`src/rtl/fme_pair_feeder.sv`:
```
// Producer side of the FME half-pel averager: turns a raster pixel stream into
// registered horizontal (left,current) and vertical (above,current) pairs.
module fme_pair_feeder #(
  parameter int WIDTH  = 16,
  parameter int HEIGHT = 16,
  parameter int PIX_W  = 8
) (
  input  logic                      clk,
  input  logic                      rst,
  input  logic                      frame_start,
  input  logic [PIX_W-1:0]          pix_in,
  input  logic                      pix_valid,
  output logic                      pix_ready,
  input  logic                      out_ready,
  output logic                      h_valid,
  output logic [PIX_W-1:0]          h_x,
  output logic [PIX_W-1:0]          h_y,
  output logic                      v_valid,
  output logic [PIX_W-1:0]          v_x,
  output logic [PIX_W-1:0]          v_y,
  output logic                      frame_done,
  output logic [$clog2(WIDTH)-1:0]  col_idx,
  output logic [$clog2(HEIGHT)-1:0] row_idx
);

  localparam int CW = $clog2(WIDTH);
  localparam int RW = $clog2(HEIGHT);
  localparam logic [CW-1:0] LAST_COL = CW'(WIDTH - 1);
  localparam logic [RW-1:0] LAST_ROW = RW'(HEIGHT - 1);

  logic             h_valid_q, h_valid_d;
  logic             v_valid_q, v_valid_d;
  logic [PIX_W-1:0] h_x_q, h_x_d, h_y_q, h_y_d;
  logic [PIX_W-1:0] v_x_q, v_x_d, v_y_q, v_y_d;
  logic             frame_done_q, frame_done_d;
  logic [CW-1:0]    col_q, col_d;
  logic [RW-1:0]    row_q, row_d;
  logic [PIX_W-1:0] left_q, left_d;
  logic [PIX_W-1:0] linebuf_q [WIDTH];

  logic             pending_s;
  logic             ready_s;
  logic             accept_s;
  logic [CW-1:0]    cur_col_s;
  logic [RW-1:0]    cur_row_s;
  logic [PIX_W-1:0] above_s;

  // Handshake and effective position; frame_start re-targets an accept to (0,0).
  always_comb begin
    pending_s = h_valid_q | v_valid_q;
    ready_s   = ~pending_s | out_ready;
    accept_s  = pix_valid & ready_s;
    if (frame_start) begin
      cur_col_s = '0;
      cur_row_s = '0;
    end else begin
      cur_col_s = col_q;
      cur_row_s = row_q;
    end
    above_s = linebuf_q[cur_col_s];
  end

  // Next-state for the pair registers, position counters and left pixel.
  always_comb begin
    h_valid_d    = h_valid_q;
    v_valid_d    = v_valid_q;
    h_x_d        = h_x_q;
    h_y_d        = h_y_q;
    v_x_d        = v_x_q;
    v_y_d        = v_y_q;
    frame_done_d = 1'b0;
    col_d        = cur_col_s;
    row_d        = cur_row_s;
    left_d       = left_q;
    if (accept_s) begin
      h_valid_d = (cur_col_s != '0);
      h_x_d     = left_q;
      h_y_d     = pix_in;
      v_valid_d = (cur_row_s != '0);
      v_x_d     = above_s;
      v_y_d     = pix_in;
      left_d    = pix_in;
      if (cur_col_s == LAST_COL) begin
        col_d = '0;
        if (cur_row_s == LAST_ROW) begin
          row_d        = '0;
          frame_done_d = 1'b1;
        end else begin
          row_d = cur_row_s + RW'(1);
        end
      end else begin
        col_d = cur_col_s + CW'(1);
      end
    end else if (out_ready) begin
      // Drained with nothing new: drop valids, keep data fields.
      h_valid_d = 1'b0;
      v_valid_d = 1'b0;
    end else begin
      h_valid_d = h_valid_q;
      v_valid_d = v_valid_q;
    end
  end

  // State register with synchronous reset.
  always_ff @(posedge clk) begin
    if (rst) begin
      h_valid_q    <= 1'b0;
      v_valid_q    <= 1'b0;
      h_x_q        <= '0;
      h_y_q        <= '0;
      v_x_q        <= '0;
      v_y_q        <= '0;
      frame_done_q <= 1'b0;
      col_q        <= '0;
      row_q        <= '0;
      left_q       <= '0;
    end else begin
      h_valid_q    <= h_valid_d;
      v_valid_q    <= v_valid_d;
      h_x_q        <= h_x_d;
      h_y_q        <= h_y_d;
      v_x_q        <= v_x_d;
      v_y_q        <= v_y_d;
      frame_done_q <= frame_done_d;
      col_q        <= col_d;
      row_q        <= row_d;
      left_q       <= left_d;
    end
  end

  // Line buffer is never cleared: row 0 never reads it.
  always_ff @(posedge clk) begin
    if (accept_s && !rst) begin
      linebuf_q[cur_col_s] <= pix_in;
    end
  end

  assign pix_ready  = ready_s;
  assign h_valid    = h_valid_q;
  assign h_x        = h_x_q;
  assign h_y        = h_y_q;
  assign v_valid    = v_valid_q;
  assign v_x        = v_x_q;
  assign v_y        = v_y_q;
  assign frame_done = frame_done_q;
  assign col_idx    = col_q;
  assign row_idx    = row_q;

endmodule

```
`config.mk`:
```
export PLATFORM = sky130hd
export DESIGN_NAME = fme_pair_feeder
export DESIGN_NICKNAME = d
export VERILOG_FILES = /design/src/rtl/fme_pair_feeder.sv
export SDC_FILE = /design/constraint.sdc
export NUM_CORES = 1
export LEC_CHECK = 0
export CORE_UTILIZATION = 62
export DETAILED_ROUTE_END_ITERATION = 10
export PLACE_DENSITY_LB_ADDON = 0.12
export SLEW_MARGIN = 20
export SYNTH_ARGS = -nofsm -noshare
export SYNTH_HDL_FRONTEND = slang
export SYNTH_SLANG_ARGS = --single-unit
```
`constraint.sdc`:
```
create_clock -name clk -period 3.2 [get_ports clk]
set_input_delay 0.32 -clock clk [delete_from_list [all_inputs] [get_ports clk]]
set_output_delay 0.32 -clock clk [all_outputs]
set_load 0.02 [all_outputs]
```
==> impl_metrics.ini, run 1 <==
[routing]
drt_iter0_markers = 523
ant_nets = 0
drt-total-wl_um = 15400
first_pass_iters = 7
route.detailed.drc = 0
vias_per_cell = 5.96
post_drt_wl_per_cell_um = 20.6
num_vias = 4447

[yosys]
yosysWarnings = 0
synthDistinctLibCells = 34
synth_area_leaders = edfxtp_1 (58%), dfxtp_1 (11%), nand2_1 (6.6%)
syn_nets = 560
synth-seq-area-share = 0.688
synth-seq-cells = 163
synth_edf_count = 128
syn-cell-area_um2 = 6610
synth_cells = 541
ys_async_sr_fraction = 0
synth-main-ff-cell = edfxtp_1
synth_top_area_frac = 0.582
avgSynthCellArea_um2 = 12.2
yosys.area.top_type = edfxtp_1

[placement]
hpwl_um = 10100
dpl_cell_area_um2 = 7270
numPortBuffers = 56
gp_congestion = 0.831

[critical_path]
r2r_slack_ps = 960
slowest_delay_ps = 720
startpoint_type = register
crit_type = reg2out
crit_chain = buf_4 -> clkdlybuf4s50_1
crit_fanout = 36
critPathCaptureType = output pin
worstPathArrival_ps = 2090
cpMaxStageDelayCell = clkdlybuf4s50_1
required_ps = 2880

[cts]
post_cts_buffers = 0
clock_latency_ps = 540
cts_resized = 0
root_buffer = clkbuf_8
hold_buffers = 0
clk_pin_slew_ps = 70
clock_sinks = 163
cts_tree = yes
numCtsBuffers = 17
htree_levels = 4
cts_buffer_depth = 2

[floorplanning]
core_area_um2 = 10300
die_w_um = 105
num_rows = 37
io-pin-count = 57
start_util = 0.640
die_h_um = 105
design.die.area_um2 = 11100

[final_layout]
syn_to_final_growth_pct = 19.2
drive_gt1_frac = 0.110
num_antenna_cells = 0
layout_common_cells = edfxtp_1 (128), nand2_1 (116), clkdlybuf4s50_1 (56), a21oi_1 (50), nor2_1 (37)
finalInstanceArea_um2 = 7880
layout.cells.most_common = edfxtp_1
nets = 616

[sta]
setup_tns_ps = 0
finalClockSkew_ps = 6.94
whs_ps = 448
final-setup-viol-count = 0
fin_crit_ps = 2410
worst-slew-pin-transition_ps = 898
relSlewSlack = 0.400
fmax_mhz = 414
rsz0062_at_grt = false
fin_crit_sh = 0.754
maxSlewViolCount = 0
final-hold-violation-count = 0

[flow_run]
drv_cap = 0

[global_routing]
top_usage_layer = met2
antenna_found_initial = 0
grt_pass1_vias = 4316
grtUsageTotal = 0.297
use_met1 = 0.426
met3_usage = 0.0575
grt_max_degree = 37
grt_first_pass_wirelength_um = 23800
grt.overflow.total = 0
grt_use_met2 = 0.450

[status]
status = complete, no violations

[worst_hold_path]
min_path_type = in2reg

[pwr]
ir_drop_v = 0.000395
powerDensity_nw_per_um2 = 594
leakage_uw = 0.00275
layout make-up:
| cell class | count | area, um^2 |
|---|---|---|
| timing repair buffer | 77 | 718 |
| clock buffer | 17 | 414 |
| fill | 653 | 2450 |
| inverter | 6 | 22.5 |
| multi-input combinational | 332 | 1810 |
| clock inverter | 15 | 191 |
| tap | 136 | 170 |
| sequential | 163 | 4550 |
report_power, final:
part           total, uW  switching, uW  internal, uW
Combinational        288            182           106
Clock               2070            858          1210
Sequential          2320           15.7          2310
worst paths after layout:
kind / from / endpoint / depth (start not counted)
min: out_ready / h_valid$_SDFFE_PP0P_ / 4
max: col_idx[0]$_SDFF_PP0_ / col_idx[0] / 2
min reg2reg: h_x[0]$_SDFFE_PP0P_ / h_x[0]$_SDFFE_PP0P_ / 2
max reg2reg: col_idx[2]$_SDFF_PP0_ / linebuf_q[6][6]$_DFFE_PP_ / 4
cells in the mapped netlist (3+ instances only):
cell type	instances
buf_4	14
buf_2	8
inv_1	4
nand2b_1	9
o21ai_0	7
nor2b_1	3
edfxtp_1	128
o21ai_1	5
a211oi_1	3
a21oi_1	50
nand3_1	29
clkbuf_1	16
dfxtp_1	35
nor2_1	37
or3_1	3
ha_1	6
xnor2_1	3
mux2_2	7
nand2_1	116
a311oi_1	9
a31oi_1	10
mux2i_1	25
critical path, delay by kind of cell, from the launching register on:
family,cells,cell delay [ps]
buf+inv,2,1180
flops,1,330
logic make-up after synthesis:
kind of cell             share of synthesized area
AO/OA/AOI/OAI                               0.0769
XOR/XNOR                                   0.00398
adder cells (fa/ha/maj)                     0.0114
buffers and inverters                       0.0379
flip-flops                                   0.688
multiplexers                                0.0498
AND/OR/NAND/NOR                              0.132
per-stage QoR:
stage / total power, uW / utilization / worst slack (ps) / cells
floorplan: 2530 / - / 924 / 541
global placement: 2650 / 0.704 / 462 / 714
detailed placement: 2650 / 0.704 / 314 / 714
CTS: 4690 / 0.763 / 781 / 746
global route: 4800 / 0.763 / 707 / 746
finish: 4680 / 0.763 / 786 / 746
routing by layer:
layer	part of all wire	wire, um	vias up
li1	-	-	2039
met1	0.42	6430	2150
met2	0.47	7290	227
met3	0.082	1260	31
met4	0.026	406	0
met5	0	0	-
state kept, by name, summed over array words and instances, names as in the netlist:
register / count
frame_done: 1
v_x: 8
col_idx: 4
linebuf_q: 128
v_valid: 1
row_idx: 4
h_x: 8
left_q: 8
h_valid: 1
(Power assumes the default switching activity.)
==> run 2: changes to the inputs <==
CORE_UTILIZATION = 52   (was 62)
clock period = 2 ns   (was 3.2 ns; I/O delays follow)
==> impl_metrics.ini, run 2 (synthesis gave the netlist of run 1 again) <==
[critical_path]
worstPathArrival_ps = 2230
crit_path_end = v_x[3]$_SDFFE_PP0P_
slowest_delay_ps = 420
crit_fanout = 10
startpoint_type = register
required_ps = 2300
cp_top_family = compound AO/OA/AOI/OAI gates
path_depth = 7
rr_startpoint = col_idx[1]$_SDFF_PP0_
timing.rr.end = v_x[3]$_SDFFE_PP0P_
crit_type = reg2reg
r2r_slack_ps = 70
critPathCaptureType = register
worst_r2r_path_depth = 7
cpMaxStageDelayCell = dfxtp_1
crit_chain = nor2b_2 -> inv_2 -> a211oi_1 -> a311oi_2 -> buf_4 -> a31oi_1 -> a311oi_1
crit_start = col_idx[1]$_SDFF_PP0_
critPathBufInv = 2

[cts]
cts_tree = yes
clk_pin_slew_ps = 60
htree_levels = 4
cts_buffer_depth = 2
numCtsBuffers = 17
clock_latency_ps = 430
root_buffer = clkbuf_16
clock_sinks = 163
post_cts_buffers = 0

[global_routing]
grt_pass1_vias = 4487
antenna_found_initial = 1
grt_use_met2 = 0.411
met3_usage = 0.0646
use_met1 = 0.369
top_usage_layer = met2
grt.overflow.total = 0
grtUsageTotal = 0.269
grt_first_pass_wirelength_um = 24900
grt_max_degree = 29

[pwr]
powerDensity_nw_per_um2 = 906
ir_drop_v = 0.000642
power.total_uw = 7640
leakage_uw = 0.00300

[status]
status = complete, no violations

[placement]
dp_cells = 793
hpwl_um = 10800
numPortBuffers = 56
post-place-ws_ps = -351
dpl_cell_area_um2 = 7790
gp_congestion = 0.846

[routing]
ant_nets = 0
post_drt_wl_per_cell_um = 19.9
num_vias = 4557
vias_per_cell = 5.52
first_pass_iters = 5
drt_iter0_markers = 489
drt-total-wl_um = 16400
route.detailed.drc = 0

[flow_run]
drv_cap = 0

[final_layout]
nets = 663
num_antenna_cells = 0
fillers = 897
layout.cells.most_common = edfxtp_1
layout_common_cells = edfxtp_1 (128), nand2_1 (116), buf_4 (63), clkdlybuf4s50_1 (55), a21oi_1 (50)
finalInstanceArea_um2 = 8430
final_cells = 825
largest_reg_flops = 128
drive_gt1_frac = 0.202
top_register = linebuf_q
syn_to_final_growth_pct = 27.5

[sta]
fmax_mhz = 518
rsz0062_at_grt = false
finalWorstSetupSlack_ps = 69.3
maxSlewViolCount = 0
fin_crit_sh = 0.965
fin_crit_ps = 1930
setup_tns_ps = 0
worst-slew-pin-transition_ps = 441
final-setup-viol-count = 0
finalClockSkew_ps = 5.62
relSlewSlack = 0.706
final-hold-violation-count = 0

[floorplanning]
die_w_um = 115
die_h_um = 115
io-pin-count = 57
core_area_um2 = 12200
num_rows = 40
start_util = 0.541
design.die.area_um2 = 13200

[worst_hold_path]
min_path_type = reg2reg
run 2: final cells by class:
class / count / area, um^2 / area share
well taps: 168 / 210 / 0.0249
inverters: 6 / 22.5 / 0.00267
multi-input cells: 332 / 1890 / 0.224
clock inverters: 14 / 186 / 0.0221
flip-flops and latches: 163 / 4550 / 0.540
repair buffers: 124 / 1140 / 0.135
clock buffers: 18 / 439 / 0.0521
run 2: per-layer routing:
metal | part of all wire | up-vias | wire, um
li1 | - | 2133 | -
met1 | 0.43 | 2211 | 7040
met2 | 0.47 | 187 | 7770
met3 | 0.071 | 26 | 1160
met4 | 0.027 | 0 | 435
met5 | 0 | - | 0
run 2: repair_timing:
item / 4_1_cts / 5_1_grt
setup endpoints to repair: 0 / 2
gates resized for setup: 0 / 2
endpoints found under the hold margin: 0 / 0
hold buffers: 0 / 0
run 2: through the flow:
stage,hold WS (ps),utilization
after floorplan,299,-
after global placement,444,0.638
after detailed placement,447,0.638
after CTS,449,0.689
after global routing,486,0.690
final,452,0.690
run 2: worst min path at each step:
| stage | from | endpoint | slack, ps | cells after the start |
|---|---|---|---|---|
| 4_1_cts | out_ready | h_valid$_SDFFE_PP0P_ | 450 | 4 |
| 3_5_place_dp | h_x[2]$_SDFFE_PP0P_ | h_x[2]$_SDFFE_PP0P_ | 450 | 2 |
| 6_report | h_x[2]$_SDFFE_PP0P_ | h_x[2]$_SDFFE_PP0P_ | 450 | 2 |
| 2_1_floorplan | pix_in[0] | linebuf_q[0][0]$_DFFE_PP_ | 300 | 0 |
| 5_1_grt | h_x[2]$_SDFFE_PP0P_ | h_x[2]$_SDFFE_PP0P_ | 490 | 2 |
| 3_3_place_gp | h_x[7]$_SDFFE_PP0P_ | h_x[7]$_SDFFE_PP0P_ | 440 | 2 |
run 2: power by group:
part | internal [uW] | switching, uW | leakage (uW)
clock | 2110 | 1300 | 0.000295
combinational | 209 | 302 | 0.00127
sequential | 3690 | 26.4 | 0.00144
run 2: worst register-to-register path, stage by stage (launching register included):
cell      delay (ps)
dfxtp_1          420
nor2b_2          260
inv_2            140
a211oi_1         290
a311oi_2         100
buf_4            160
a31oi_1          280
a311oi_1         150
